===== src/rtl/fpu16_issuer_pkg.sv =====
// Shared types and constants for the fpu16 datapath and the issuer that sequences it.
package fpu16_issuer_pkg;

   typedef logic [15:0] fp16_t;

   typedef enum logic [1:0] {
      FPU_ADD = 2'd0,
      FPU_SUB = 2'd1,
      FPU_MUL = 2'd2,
      FPU_DIV = 2'd3
   } fpuOp_t;

   typedef struct packed {
      logic neg;
      logic zero;
      logic inf;
      logic nan;
   } condCode_t;

   typedef struct packed {
      logic nv;
      logic dz;
      logic of;
      logic uf;
      logic nx;
   } statusFlag_t;

   typedef struct packed {
      logic lt;
      logic eq;
      logic gt;
      logic un;
   } fpuComp_t;

   typedef enum logic [2:0] {
      IDLE      = 3'd0,
      EXEC      = 3'd1,
      MUL_START = 3'd2,
      MUL_WAIT  = 3'd3,
      RESP      = 3'd4
   } issuerState_t;

   localparam fp16_t       FP16_QNAN      = 16'h7E00;
   localparam statusFlag_t STATUS_NV_ONLY = '{nv: 1'b1, default: 1'b0};

endpackage


===== src/rtl/fpu16_issuer_if.sv =====
// Request and response channels between a client and fpu16_issuer.
interface fpu16_issuer_if
   import fpu16_issuer_pkg::*;
#(
   parameter int TAG_W = 4
);

   logic             reqValid;
   logic             reqReady;
   fpuOp_t           reqOp;
   fp16_t            reqA;
   fp16_t            reqB;
   logic [TAG_W-1:0] reqTag;

   logic             rspValid;
   logic             rspReady;
   fp16_t            rspResult;
   condCode_t        rspCond;
   statusFlag_t      rspStatus;
   fpuComp_t         rspComps;
   logic [TAG_W-1:0] rspTag;
   logic             rspErr;

   modport master (
      output reqValid, reqOp, reqA, reqB, reqTag, rspReady,
      input  reqReady, rspValid, rspResult, rspCond, rspStatus, rspComps, rspTag, rspErr
   );

   modport slave (
      input  reqValid, reqOp, reqA, reqB, reqTag, rspReady,
      output reqReady, rspValid, rspResult, rspCond, rspStatus, rspComps, rspTag, rspErr
   );

endinterface


===== src/rtl/fpu16_issuer.sv =====
// Issues one FP16 operation at a time to an adjacent fpu16 and returns its result.
// MUL waits on mulDone with a bounded timeout; DIV is answered locally with a quiet NaN.
module fpu16_issuer
   import fpu16_issuer_pkg::*;
#(
   parameter int TAG_W       = 4,
   parameter int MUL_TIMEOUT = 64
)(
   input  logic        clock,
   input  logic        reset,
   fpu16_issuer_if.slave bus,
   output fp16_t       fpuIn1,
   output fp16_t       fpuIn2,
   output fpuOp_t      fpuOp,
   output logic        fpuStart,
   input  fp16_t       fpuOut,
   input  logic        fpuMulDone,
   input  condCode_t   fpuCond,
   input  statusFlag_t fpuStatus,
   input  fpuComp_t    fpuComps
);

   localparam int CNT_W = $clog2(MUL_TIMEOUT + 1);
   localparam logic [CNT_W-1:0] CNT_LAST = CNT_W'(MUL_TIMEOUT - 1);

   issuerState_t     state;
   fp16_t            a_q;
   fp16_t            b_q;
   fpuOp_t           op_q;
   logic [TAG_W-1:0] tag_q;
   logic             start_q;
   logic [CNT_W-1:0] wait_cnt;

   logic             rsp_valid;
   fp16_t            rsp_result;
   condCode_t        rsp_cond;
   statusFlag_t      rsp_status;
   fpuComp_t         rsp_comps;
   logic             rsp_err;

   // Operand registers double as the fpu16 drive, so they hold their value while idle.
   assign fpuIn1   = a_q;
   assign fpuIn2   = b_q;
   assign fpuOp    = op_q;
   assign fpuStart = start_q;

   assign bus.reqReady  = (state == IDLE);
   assign bus.rspValid  = rsp_valid;
   assign bus.rspResult = rsp_result;
   assign bus.rspCond   = rsp_cond;
   assign bus.rspStatus = rsp_status;
   assign bus.rspComps  = rsp_comps;
   assign bus.rspTag    = tag_q;
   assign bus.rspErr    = rsp_err;

   always_ff @(posedge clock) begin
      if (!reset) begin
         state      <= IDLE;
         a_q        <= '0;
         b_q        <= '0;
         op_q       <= FPU_ADD;
         tag_q      <= '0;
         start_q    <= 1'b0;
         wait_cnt   <= '0;
         rsp_valid  <= 1'b0;
         rsp_result <= '0;
         rsp_cond   <= '0;
         rsp_status <= '0;
         rsp_comps  <= '0;
         rsp_err    <= 1'b0;
      end else begin
         start_q <= 1'b0;
         case (state)
            IDLE: begin
               if (bus.reqValid) begin
                  a_q   <= bus.reqA;
                  b_q   <= bus.reqB;
                  op_q  <= bus.reqOp;
                  tag_q <= bus.reqTag;
                  case (bus.reqOp)
                     FPU_ADD, FPU_SUB: begin
                        state <= EXEC;
                     end
                     FPU_MUL: begin
                        state   <= MUL_START;
                        start_q <= 1'b1;
                     end
                     default: begin
                        // No divider in fpu16 yet: answer at once without touching it.
                        state      <= RESP;
                        rsp_valid  <= 1'b1;
                        rsp_result <= FP16_QNAN;
                        rsp_cond   <= '0;
                        rsp_status <= STATUS_NV_ONLY;
                        rsp_comps  <= '0;
                        rsp_err    <= 1'b0;
                     end
                  endcase
               end
            end

            EXEC: begin
               state      <= RESP;
               rsp_valid  <= 1'b1;
               rsp_result <= fpuOut;
               rsp_cond   <= fpuCond;
               rsp_status <= fpuStatus;
               rsp_comps  <= fpuComps;
               rsp_err    <= 1'b0;
            end

            MUL_START: begin
               state    <= MUL_WAIT;
               wait_cnt <= '0;
            end

            MUL_WAIT: begin
               // mulDone takes priority over the final timeout count.
               if (fpuMulDone) begin
                  state      <= RESP;
                  rsp_valid  <= 1'b1;
                  rsp_result <= fpuOut;
                  rsp_cond   <= fpuCond;
                  rsp_status <= fpuStatus;
                  rsp_comps  <= fpuComps;
                  rsp_err    <= 1'b0;
               end else if (wait_cnt == CNT_LAST) begin
                  state      <= RESP;
                  rsp_valid  <= 1'b1;
                  rsp_result <= FP16_QNAN;
                  rsp_cond   <= '0;
                  rsp_status <= STATUS_NV_ONLY;
                  rsp_comps  <= '0;
                  rsp_err    <= 1'b1;
               end else begin
                  wait_cnt <= wait_cnt + CNT_W'(1);
               end
            end

            RESP: begin
               if (bus.rspReady) begin
                  state     <= IDLE;
                  rsp_valid <= 1'b0;
               end
            end

            default: begin
               state     <= IDLE;
               rsp_valid <= 1'b0;
            end
         endcase
      end
   end

endmodule

===== src/flat_wrapper.sv =====
// flat-port wrapper written by rule: the top's interface ports become plain ports
module fpu16_issuer_flat import fpu16_issuer_pkg::*;
#(
   parameter int TAG_W       = 4,
   parameter int MUL_TIMEOUT = 64
)
  (clock, reset, fpuIn1, fpuIn2, fpuOp, fpuStart, fpuOut, fpuMulDone, fpuCond, fpuStatus, fpuComps, bus_reqValid, bus_reqOp, bus_reqA, bus_reqB, bus_reqTag, bus_rspReady, bus_reqReady, bus_rspValid, bus_rspResult, bus_rspCond, bus_rspStatus, bus_rspComps, bus_rspTag, bus_rspErr);
  fpu16_issuer_if #(.TAG_W(TAG_W)) bus_i ();
  input  logic clock;
  input  logic reset;
  output fp16_t fpuIn1;
  output fp16_t fpuIn2;
  output fpuOp_t fpuOp;
  output logic fpuStart;
  input  fp16_t fpuOut;
  input  logic fpuMulDone;
  input  condCode_t fpuCond;
  input  statusFlag_t fpuStatus;
  input  fpuComp_t fpuComps;
  input wire logic [$bits(bus_i.reqValid)-1:0] bus_reqValid;
  input wire logic [$bits(bus_i.reqOp)-1:0] bus_reqOp;
  input wire logic [$bits(bus_i.reqA)-1:0] bus_reqA;
  input wire logic [$bits(bus_i.reqB)-1:0] bus_reqB;
  input wire logic [$bits(bus_i.reqTag)-1:0] bus_reqTag;
  input wire logic [$bits(bus_i.rspReady)-1:0] bus_rspReady;
  output wire logic [$bits(bus_i.reqReady)-1:0] bus_reqReady;
  output wire logic [$bits(bus_i.rspValid)-1:0] bus_rspValid;
  output wire logic [$bits(bus_i.rspResult)-1:0] bus_rspResult;
  output wire logic [$bits(bus_i.rspCond)-1:0] bus_rspCond;
  output wire logic [$bits(bus_i.rspStatus)-1:0] bus_rspStatus;
  output wire logic [$bits(bus_i.rspComps)-1:0] bus_rspComps;
  output wire logic [$bits(bus_i.rspTag)-1:0] bus_rspTag;
  output wire logic [$bits(bus_i.rspErr)-1:0] bus_rspErr;
  assign bus_i.reqValid = bus_reqValid;
  assign bus_i.reqOp = bus_reqOp;
  assign bus_i.reqA = bus_reqA;
  assign bus_i.reqB = bus_reqB;
  assign bus_i.reqTag = bus_reqTag;
  assign bus_i.rspReady = bus_rspReady;
  assign bus_reqReady = bus_i.reqReady;
  assign bus_rspValid = bus_i.rspValid;
  assign bus_rspResult = bus_i.rspResult;
  assign bus_rspCond = bus_i.rspCond;
  assign bus_rspStatus = bus_i.rspStatus;
  assign bus_rspComps = bus_i.rspComps;
  assign bus_rspTag = bus_i.rspTag;
  assign bus_rspErr = bus_i.rspErr;
  fpu16_issuer #(.TAG_W(TAG_W), .MUL_TIMEOUT(MUL_TIMEOUT)) u_core (.clock(clock), .reset(reset), .bus(bus_i), .fpuIn1(fpuIn1), .fpuIn2(fpuIn2), .fpuOp(fpuOp), .fpuStart(fpuStart), .fpuOut(fpuOut), .fpuMulDone(fpuMulDone), .fpuCond(fpuCond), .fpuStatus(fpuStatus), .fpuComps(fpuComps));
endmodule

===== config.mk =====
export PLATFORM = sky130hd
export DESIGN_NAME = fpu16_issuer_flat
export DESIGN_NICKNAME = d
export VERILOG_FILES = /design/src/rtl/fpu16_issuer_pkg.sv /design/src/rtl/fpu16_issuer_if.sv /design/src/rtl/fpu16_issuer.sv /design/src/flat_wrapper.sv
export SDC_FILE = /design/constraint.sdc
export NUM_CORES = 1
export LEC_CHECK = 0
export ABC_AREA = 1
export ABC_CLOCK_PERIOD_IN_PS = 1700
export BUFFER_PORTS_ARGS = -buffer_cell sky130_fd_sc_hd__buf_4
export CAP_MARGIN = 20
export CORE_ASPECT_RATIO = 1.4
export CORE_UTILIZATION = 42
export CTS_CLUSTER_SIZE = 14
export DETAILED_ROUTE_END_ITERATION = 7
export PLACE_DENSITY = 0.74
export SLEW_MARGIN = 10
export SYNTH_ARGS = -nofsm -noshare
export SYNTH_HDL_FRONTEND = slang
export SYNTH_SLANG_ARGS = --single-unit
export TNS_END_PERCENT = 100

===== constraint.sdc =====
create_clock -name clock -period 1.7 [get_ports clock]
set_clock_uncertainty 0.15 [all_clocks]
set_input_delay 0.17 -clock clock [delete_from_list [all_inputs] [get_ports clock]]
set_output_delay 0.17 -clock clock [all_outputs]
set_load 0.05 [all_outputs]

Word-level counts from Yosys, hierarchy flattened:

Cells that the tools add are included.

* register bits after elaboration: 80
* input port bits: 72
* logic and storage cells: 87
* output and inout bits: 71

* reductions and logical operators: 12
* eq/ne operators: 13
* add/subtract/negate cells: 1
* bitwise gates (word level): 1
* mux-type cells: 37

Operator list (number)
* 16-bit 2-to-1 mux: 4
* 16-bit one-hot mux with 3 select lines: 1
* 4-bit one-hot mux with 3 select lines: 2
* 4-bit 2-to-1 mux: 5
* 5-bit 2-to-1 mux: 4
* 3-bit one-hot mux with 5 select lines: 1
* 5-bit one-hot mux with 3 select lines: 1
* 7-bit 2-to-1 mux: 2
* 7-bit one-hot mux with 2 select lines: 1
* 3-bit 2-to-1 mux: 4
* 2-bit != test (second input constant): 5
* 1-bit 2-to-1 mux: 9
* 3-bit AND reduction: 3
* 7-bit by 1-bit adder with 7-bit output (second input constant): 1
* 7-bit by 6-bit equality test with 1-bit output (second input constant): 1
* 3-bit by 2-bit equality test with 1-bit output (second input constant): 2
* 3-bit one-hot mux with 2 select lines: 1
* 1-bit one-hot mux with 5 select lines: 1
* 5-bit AND reduction: 1
* 4-bit AND reduction: 1
* 3-bit by 1-bit equality test with 1-bit output (second input constant): 1
* 3-bit equality test (second input constant): 1
* 3-bit zero test: 1
* 3-bit by 2-bit != test with 1-bit output (second input constant): 1
* other kinds (10): 10

Depth between registers and ports, before layout:

* depth after elaboration: 5
* depth in mapped cells: 10
* gate-level depth less buffers: 10

Worst setup path after synthesis:

No wires, ideal clock.

* path type: reg2reg
* start point: reg u_core.wait_cnt[0]
* end point: reg u_core.rsp_status, in the netlist u_core.bus.rspStatus[3]
* stages on the path, launching flop included: 10
* data required time: 1419 ps
* setup slack: 90 ps
* period minus slack after synthesis: 1610 ps
* data arrival time: 1329 ps
* path buffers: 1
* path through: dfxtp_1 > ha_1 > nand2_1 > nor2_1 > nand2_1 > nand2_1 > nand3_4 > buf_6 > nand2_1 > a21oi_2

* cells in the longest elaborated chain, start to end: 3

Ends and longest elaborated chain
* start, declared: line fpu16_issuer.sv:32 `logic [CNT_W-1:0] wait_cnt;`
* start signal, assigned: line fpu16_issuer.sv:136 `wait_cnt <= wait_cnt + CNT_W'(1);`
* 7-bit by 6-bit equality test with 1-bit output: line fpu16_issuer.sv:127 `end else if (wait_cnt == CNT_LAST) begin`
* 3-bit by 2-bit != test with 1-bit output (no line)
* 4-bit AND reduction (no line)
* end signal, assigned: line fpu16_issuer.sv:107 `rsp_status <= fpuStatus;`
* end signal, assigned: line fpu16_issuer.sv:124 `rsp_status <= fpuStatus;`
* end, declared: line fpu16_issuer.sv:37 `statusFlag_t rsp_status;`

Every way passes these cells.
A chain may end at the register's enable or synchronous reset.

Worst setup path in the final report:

* start point: reg u_core.wait_cnt[0]
* end point: reg u_core.rsp_comps, in the netlist u_core.bus.rspComps[3]

* cells in the longest elaborated chain, start to end: 3

Ends and longest elaborated chain
* 7-bit by 6-bit equality test with 1-bit output: line fpu16_issuer.sv:127
* 3-bit by 2-bit != test with 1-bit output (no line)
* 4-bit AND reduction (no line)
* end signal, assigned: line fpu16_issuer.sv:108 `rsp_comps <= fpuComps;`
* end signal, assigned: line fpu16_issuer.sv:125 `rsp_comps <= fpuComps;`
* end, declared: line fpu16_issuer.sv:38 `fpuComp_t rsp_comps;`

Every way passes these cells.

==> flow_metrics.py <==
metrics = {
    "worst_hold_path": {
        "hp-class": "input port to register",
    },
    "cells_and_area": {
        "seq_area_sq_mm": 0.00161,
        "fillers": 508,
        "post-route-util": 0.754,
        "multiInputGateArea_sq_mm": 0.00130,
        "antenna_cells": 0,
        "drive_gt1_frac": 0.320,
        "syn_to_final_growth_pct": 72.0,
        "nNetsFinal": 693,
    },
    "placement": {
        "place.gp.congestion": 0.874,
        "dp_hpwl_mm": 6.33,
        "portBuffers": 142,
    },
    "clocking": {
        "clkLatencyLatePin_ns": 0.34,
        "cts_sinks": 80,
        "clk_pin_slew_ns": 0.08,
        "htreeDepth": 3,
        "root_buffer": "clkbuf_8",
        "cts_tree": "done",
        "numCtsBuffers": 9,
        "clockBufferDepth": 2,
    },
    "timing": {
        "slew_headroom": 0.720,
        "hold_viol": 0,
        "max_freq_mhz": 622,
        "setup_viol": 0,
        "fin_crit_ns": 1.61,
        "post-route-period-util": 0.946,
        "drv_slew": 0,
        "worst_slew_pin_slew_ns": 0.419,
    },
    "global_route": {
        "grt_overflow": 0,
        "antenna_found_initial": 0,
        "grt_usage": 0.292,
        "grt_max_degree": 39,
        "grt_first_pass_wirelength_mm": 17.5,
        "grt_pass1_vias": 3774,
    },
    "power": {
        "vdd_drop_max_uv": 816,
        "total_power_w": 0.00570,
        "power_density_mw_per_mm2": 1070,
        "leakagePower_nw": 2.36,
    },
    "routing": {
        "wl_met3_um": 565,
        "wire_per_inst_um": 15.2,
        "wl_mm": 10.9,
        "avgViaCountPerCell": 5.09,
        "drtPass1Iterations": 4,
        "met1Wirelength_mm": 3.93,
        "drc": 0,
        "wl_met2_mm": 5.92,
        "ant_nets": 0,
        "vias": 3663,
        "first_iter_violations": 194,
        "top_layer": "met4",
    },
    "synthesis": {
        "synth.distinct_cells": 26,
        "synth_top_area_share": 0.516,
        "synth_fa_ha_area_frac": 0.00403,
        "syn_nets": 476,
        "synth_top_cell_by_area": "dfxtp_1",
        "yosys-top-cells-area": "dfxtp_1, nand2_1, a21oi_1",
        "synthCells": 403,
        "netlist_area_sq_mm": 0.00310,
        "ys_warn_count": 0,
        "synth_seq_cells": 80,
        "synth-compound-area-share": 0.152,
        "synth_area_per_cell_sq_um": 7.70,
        "synthXorXnorAreaFrac": 0,
        "synth_top_family_by_area": "simple AND/OR/NAND/NOR gates",
        "synth-seq-area-share": 0.516,
        "synth_simple_gate_area_frac": 0.254,
        "synth_edf_count": 0,
        "synth_top_flop_cell": "dfxtp_1",
        "async_reset_ff_frac": 0,
        "synthMuxAreaShare": 0,
    },
    "critical_path": {
        "cp.buffers_inverters": 1,
        "cp_top_family": "simple AND/OR/NAND/NOR gates",
        "cp_slowest_cell": "dfxtp_2",
        "critPathMaxStageDelay_ns": 0.34,
        "path_cells": "ha_2 -> nand2_1 -> nor2_1 -> nand2_1 -> nand2_2 -> nand3_4 -> buf_12 -> nand2_1 -> a21oi_1",
        "cp-end-kind": "register",
        "cp_common_cell": "nand2_1",
        "cp_max_fo": 21,
        "start_kind": "register",
        "arrival_ns": 1.69,
        "cp.required_ns": 1.78,
        "crit_type": "register to register",
    },
    "flow_run": {
        "maxCapViolCount": 0,
    },
    "floorplan": {
        "rows": 36,
        "coreArea_sq_mm": 0.00707,
        "initial_core_util": 0.439,
        "ioPinCount": 143,
        "fp.dieH_um": 104,
        "die_w_um": 74.6,
        "die-area_sq_mm": 0.00774,
    },
    "outcome": {
        "outcome": "complete, no violations",
    },
}
-- final cells by class --
class / instances / area share
multi-input combinational: 275 / 0.243
clock buffer: 10 / 0.0258
clock inverter: 6 / 0.0244
tap: 95 / 0.0223
inverter: 23 / 0.0171
sequential: 80 / 0.301
timing repair buffer: 231 / 0.366
-- worst paths after layout --
check	startpoint	endpoint	slack, ns	depth (start not counted)
setup / recovery	u_core.wait_cnt[0]$_SDFFE_PN0P_	u_core.bus.rspComps[3]$_SDFFE_PN0P_	0.09	9
hold / removal	bus_rspReady	u_core.state[2]$_SDFFE_PN0P_	0.09	6
setup reg to reg	u_core.wait_cnt[0]$_SDFFE_PN0P_	u_core.bus.rspComps[3]$_SDFFE_PN0P_	0.09	9
hold reg to reg	u_core.bus.rspStatus[4]$_SDFFE_PN0P_	u_core.bus.rspStatus[4]$_SDFFE_PN0P_	0.31	2
-- state kept, by name (all words and copies together) (netlist names) --
signal / flops
u_core.bus.rspResult: 16
u_core.fpuIn1: 16
u_core.fpuIn2: 16
u_core.wait_cnt: 7
u_core.bus.rspStatus: 5
u_core.bus.rspComps: 4
u_core.bus.rspCond: 4
u_core.bus.rspTag: 4
u_core.state: 3
u_core.fpuOp: 2
u_core.bus.rspErr: 1
u_core.bus.rspValid: 1
u_core.fpuStart: 1
-- layer usage --
layer,vias up,GRT usage
li1,1761,-
met1,1699,0.318
met2,157,0.497
met3,46,0.0691
met4,0,0.170
met5,-,0
-- cells in the mapped netlist, types with 3 or more instances --
master and n:
clkbuf_1 9, nand2_1 113, nor2_1 16, dfxtp_1 80, nand3_1 46, a21oi_1 72, o21ai_0 9, a21oi_2 3
buf_2 9, buf_6 4, inv_1 21
-- stage by stage --
step | hold WS (ns) | worst slack (ns) | area [sq um] | setup TNS [ns] | std cells
2_1_floorplan | 0.0987 | 0.0899 | 3100 | 0 | 403
3_3_place_gp | 0.232 | 0.0160 | 4310 | 0 | 632
3_5_place_dp | 0.231 | 0.00519 | 4310 | 0 | 632
4_1_cts | 0.0126 | 0.00990 | 5260 | 0 | 716
5_1_grt | 0.112 | -0.00350 | 5330 | -0.00350 | 720
6_report | 0.0914 | 0.0926 | 5330 | 0 | 720
-- cells in the final DEF (no fill, tap or decap), types with 3 or more instances in the layout --
cell type      synthesis  routed
nand2_2                2       4
o21ai_0                9       9
a21oi_1               72      72
nor2_1                16      14
bufinv_16              0       4
buf_4                  2     158
inv_1                 21      20
dfxtp_1               80      76
clkbuf_8               0      10
dlygate4sd3_1          0      68
nand2_1              113     111
buf_12                 0       3
a21oi_2                3       3
nand3_1               46      46
dfxtp_2                0       4
-- where the power goes --
part | leakage, nW | internal, W | total [W] | switching (W)
registers | 0.655 | 0.00203 | 0.00213 | 0.0000948
clock network | 0.136 | 0.00116 | 0.00185 | 0.000694
logic | 1.57 | 0.000633 | 0.00172 | 0.00109
total | 2.36 | 0.00383 | 0.00570 | 0.00188
-- logic make-up (layout without fill, tap and decap cells) --
logic type,after synthesis,after routing
AOI/OAI and AO/OA,90,90
buffers and inverters,48,270
adders and majority gates,1,1
and+or+nand+nor,184,184
DFF,80,80
-- worst reg2reg max path, stage by stage, from the launching register on --
cell	delay [ns]
dfxtp_2	0.34
ha_2	0.18
nand2_1	0.07
nor2_1	0.12
nand2_1	0.11
nand2_2	0.11
nand3_4	0.10
buf_12	0.18
nand2_1	0.08
a21oi_1	0.06
-- timing repair --
| item | in CTS | in global routing |
|---|---|---|
| pin swaps | 0 | 1 |
| endpoints found under the setup margin | 2 | 36 |
| endpoints found under the hold margin | 70 | 0 |
| gates resized for setup | 2 | 16 |
| setup buffers | 0 | 4 |
| hold buffers | 68 | 0 |
Power figures use the tool's default switching activity.
